===== src/rtl/priority_scan_encoder.sv =====
// rtl/priority_scan_encoder.sv - streams the index of every set request bit, one beat per output transfer
// A vector is latched into a residual mask and one bit is retired per accepted beat.
module priority_scan_encoder #(
  parameter int WIDTH     = 16,
  parameter int IDX_W     = $clog2(WIDTH),
  parameter bit LSB_FIRST = 1'b1
) (
  input  logic             clk_i,
  input  logic             rst_i,
  input  logic             in_valid_i,
  output logic             in_ready_o,
  input  logic [WIDTH-1:0] in_vec_i,
  output logic             out_valid_o,
  input  logic             out_ready_i,
  output logic [IDX_W-1:0] out_idx_o,
  output logic             out_last_o,
  output logic             out_zero_o,
  output logic             out_onehot_o
);

  typedef enum logic {
    IDLE = 1'b0,
    SCAN = 1'b1
  } state_e;

  state_e           state_q, state_d;
  logic [WIDTH-1:0] residual_q, residual_d;
  logic             onehot_q, onehot_d;

  logic [IDX_W-1:0] sel_idx;
  logic [WIDTH-1:0] sel_bit;
  logic             at_most_one;
  logic             vec_onehot;
  logic             scan;
  logic             in_fire;
  logic             out_fire;

  // The last match written wins, so the loop direction picks the priority end.
  always_comb begin
    sel_idx = '0;
    sel_bit = '0;
    if (LSB_FIRST) begin
      for (int i = WIDTH - 1; i >= 0; i--) begin
        if (residual_q[i]) begin
          sel_idx    = IDX_W'(i);
          sel_bit    = '0;
          sel_bit[i] = 1'b1;
        end
      end
    end else begin
      for (int i = 0; i < WIDTH; i++) begin
        if (residual_q[i]) begin
          sel_idx    = IDX_W'(i);
          sel_bit    = '0;
          sel_bit[i] = 1'b1;
        end
      end
    end
  end

  assign at_most_one = (residual_q & (residual_q - WIDTH'(1))) == '0;
  assign vec_onehot  = (in_vec_i != '0) && ((in_vec_i & (in_vec_i - WIDTH'(1))) == '0);

  assign scan         = (state_q == SCAN);
  assign out_valid_o  = scan;
  assign out_idx_o    = scan ? sel_idx : '0;
  assign out_last_o   = scan & at_most_one;
  assign out_zero_o   = scan & (residual_q == '0);
  assign out_onehot_o = scan & onehot_q;

  // A new vector may only land on the cycle the final beat of the current one leaves.
  assign in_ready_o = ~scan | (out_last_o & out_ready_i);
  assign in_fire    = in_valid_i & in_ready_o;
  assign out_fire   = out_valid_o & out_ready_i;

  always_comb begin
    state_d    = state_q;
    residual_d = residual_q;
    onehot_d   = onehot_q;
    case (state_q)
      IDLE: begin
        if (in_fire) begin
          residual_d = in_vec_i;
          onehot_d   = vec_onehot;
          state_d    = SCAN;
        end
      end
      SCAN: begin
        if (out_fire) begin
          residual_d = residual_q & ~sel_bit;
          if (out_last_o) begin
            state_d = IDLE;
          end
        end
        if (in_fire) begin
          residual_d = in_vec_i;
          onehot_d   = vec_onehot;
          state_d    = SCAN;
        end
      end
      default: state_d = IDLE;
    endcase
  end

  always_ff @(posedge clk_i) begin
    if (rst_i) begin
      state_q    <= IDLE;
      residual_q <= '0;
      onehot_q   <= 1'b0;
    end else begin
      state_q    <= state_d;
      residual_q <= residual_d;
      onehot_q   <= onehot_d;
    end
  end

endmodule


===== config.mk =====
export PLATFORM = sky130hd
export DESIGN_NAME = priority_scan_encoder
export DESIGN_NICKNAME = d
export VERILOG_FILES = /design/src/rtl/priority_scan_encoder.sv
export SDC_FILE = /design/constraint.sdc
export NUM_CORES = 1
export LEC_CHECK = 0
export CORE_MARGIN = 2
export CORE_UTILIZATION = 66
export CTS_CLUSTER_SIZE = 20
export DETAILED_ROUTE_END_ITERATION = 10
export DONT_BUFFER_PORTS = 1
export PLACE_DENSITY = 0.82
export SKIP_CTS_REPAIR_TIMING = 1
export SLEW_MARGIN = 40
export SYNTH_ARGS = -nofsm -noshare
export SYNTH_HDL_FRONTEND = slang
export SYNTH_SLANG_ARGS = --single-unit
export TNS_END_PERCENT = 1

===== constraint.sdc =====
create_clock -name clk_i -period 8.1 [get_ports clk_i]
set_clock_uncertainty 0.05 [all_clocks]
set_input_delay 2.43 -clock clk_i [delete_from_list [all_inputs] [get_ports clk_i]]
set_output_delay 2.43 -clock clk_i [all_outputs]
set_load 0.005 [all_outputs]

==> results.ini <==
[run_status]
status=finished clean

[detailed_routing]
drt-initial-drc-count=84
wl_per_cell_um=18.04
ant_nets=0
drc_errors=0
first_pass_iters=4
vias=1614
wl_um=3987
viasPerCell=7.303

[critical_path]
cp_num_buf_inv=1
cp_top_family=compound AO/OA/AOI/OAI gates
worstPathRequired_ns=5.62
crit_start=out_ready_i
reg2reg_slack_ns=5.33
reg2reg_from=residual_q[0]
startpoint_type=input port
path_depth=2
regToRegEndpoint=residual_q[15]
cp_slowest_cell=a41oi_4
crit_chain=a41oi_4 > inv_1
slowest_delay_ns=0.48
r2r_cells=6
cp-endpoint=in_ready_o
critPathKind=input port to output pin
critPathCaptureType=output pin
cp.arrival_ns=3.10
crit_fanout=26

[global_route]
grt_pass1_vias=1446
antenna_found_initial=0
grt_max_degree=27
grt_pass1_wl_um=6582
overflow=0
grt.total_usage_pct=32.28

[pwr]
ir_drop_mv=0.1078
power_frac_clock_pct=20.2
combPwrFrac_pct=30.2
power_density_mw_per_mm2=144.6
p_sw_mw=0.07680
switching_share_pct=35.60
p_int_mw=0.1389
p_leak_nw=0.4980
seq_power_share_pct=49.6

[synthesis]
synth_area_leader_cell=dfxtp_1
ys.flop_type=dfxtp_1
ys_types=44
async_flop_share_pct=0
avgSynthCellArea_um2=7.377
yosys-top-cells-count=a21oi_1 (25), nor2_1 (19), dfxtp_1 (18), nand3b_1 (12), nor3_1 (11)
post-synth-top-area-fraction_pct=24.18
synth_warnings=0
synth_edf_count=0
synth_seq_cells=18
ys_seq_area_share_pct=24.18
synth.area.top_cells=dfxtp_1 (24%), a21oi_1 (8.4%), nand3b_1 (6.0%)
synthMostInstantiatedCell=a21oi_1
synth_cells=202
syn_nets=222
syn_area_mm2=0.001490

[floorplan]
core_area_mm2=0.002170
dieArea_mm2=0.002654
die_w_um=51.52
initial_core_util_pct=68.69
ioPinCount=29
die_y_um=51.52
rows=17

[timing]
fin_crit_ns=5.581
tns_ns=0
fin_crit_sh_pct=68.90
hold_slack_ns=0.4899
timing.fmax_mhz=179.2
slew_headroom_pct=55.34
tightest_slew_ns=0.6678
finalSetupViolCount=0
slew_violations=0
finalHoldViolCount=0
rsz0062_at_grt=false

[cts]
clk_pin_slew_ns=0.10
cts_buffer_depth=2
cts.htree.levels=1
cts.sink_count=18
cts_tree=done
root_buffer=clkbuf_4
cts_buffers=3
insertion_delay_ns=0.29

[placement]
gp_congestion=0.9435
dpl-instance-area_mm2=0.001463
hpwl_um=3022
numPortBuffers=0

[cells_and_area]
drive_gt1_share_pct=7.772
n_antenna_cell=0
fin_area_mm2=0.001491
area_growth_pct=0.08395
nFillCells=194
nets=215

[run]
max_cap_viol_count=0

[hold_path]
hp-start=residual_q[15]
hold_path_class=flop to flop

kinds of logic (layout without fill, tap and decap cells):
logic type	count (synthesis)	count (layout)	synth area share (%)
buffers and inverters	21	12	6.464
DFF	18	18	24.18
adders and majority gates	3	3	2.015
xor gates and xnor gates	1	1	0.5878
AOI/OAI and AO/OA	66	66	31.40
and+or+nand+nor	93	93	35.35
layer usage:
| layer | up-vias | global-route usage (%) | wire length [µm] |
|---|---|---|---|
| li1 | 767 | - | - |
| met1 | 758 | 44.48 | 1635 |
| met3 | 15 | 5.460 | 338 |
| met4 | 0 | 14.04 | 118 |
| met2 | 74 | 49.57 | 1895 |
| met5 | - | 0 | 0 |
sequential cells by signal (all words and copies together) (netlist names):
signal and count:
onehot_q 1, out_valid_o 1, residual_q 16
layout by cell type, fill, tap and decap left out, drive strengths merged, types with 2 or more instances in the layout:
| master | count |
|---|---|
| maj3 | 3 |
| o221ai | 7 |
| nor4 | 7 |
| or3 | 6 |
| o211ai | 8 |
| o31ai | 2 |
| a31o | 3 |
| nand2 | 10 |
| nand2b | 2 |
| a211oi | 3 |
| nor3 | 11 |
| dfxtp | 18 |
| clkbuf | 3 |
| nand4 | 9 |
| or4 | 3 |
| a21oi | 25 |
| o21ai | 7 |
| nand3b | 12 |
| a31oi | 2 |
| o311a | 2 |
| or2 | 4 |
| nor2 | 19 |
| and2 | 2 |
| inv | 8 |
| o41ai | 2 |
| and3 | 5 |
cell type report:
class	instances	area (µm²)	share of cell area (%)
inverter	9	33.78	2.265
tap	28	35.03	2.349
multi-input combinational	163	1040	69.71
sequential	18	360.3	24.16
clock buffer	3	22.52	1.510
worst min path at each step:
stage / endpoint / slack, ns / cells after the start
finish: residual_q[15] / 0.49 / 2
global route: residual_q[15] / 0.51 / 2
CTS: residual_q[15] / 0.49 / 2
detailed placement: residual_q[15] / 0.48 / 2
global placement: residual_q[15] / 0.47 / 2
floorplan: residual_q[15] / 0.45 / 2
through the flow:
stage	instances	power (mW)	utilization (%)	setup slack [ns]
CTS	221	0.2142	68.45	2.534
global route	221	0.2278	68.74	2.451
global placement	218	0.1688	67.42	2.572
floorplan	202	0.1616	-	2.778
finish	221	0.2157	68.74	2.519
detailed placement	218	0.1722	67.42	2.537
worst reg2reg max path, cell delays in order, from the launching register on:
cell,delay [ns]
dfxtp_1,0.40
nor4_2,0.60
nand4_1,0.31
o21ai_1,0.39
a41oi_4,0.37
or3_1,0.45
a21oi_1,0.13
power groups by stage:
stage / logic, mW / registers (mW) / clock network (mW)
2_1_floorplan: 0.0596 / 0.102 / 0
3_3_place_gp: 0.0615 / 0.107 / 0
3_5_place_dp: 0.0638 / 0.108 / 0
4_1_cts: 0.0641 / 0.106 / 0.0438
5_1_grt: 0.0723 / 0.108 / 0.0473
6_report: 0.0651 / 0.107 / 0.0436
No activity file was read; power rests on OpenSTA's default activity.
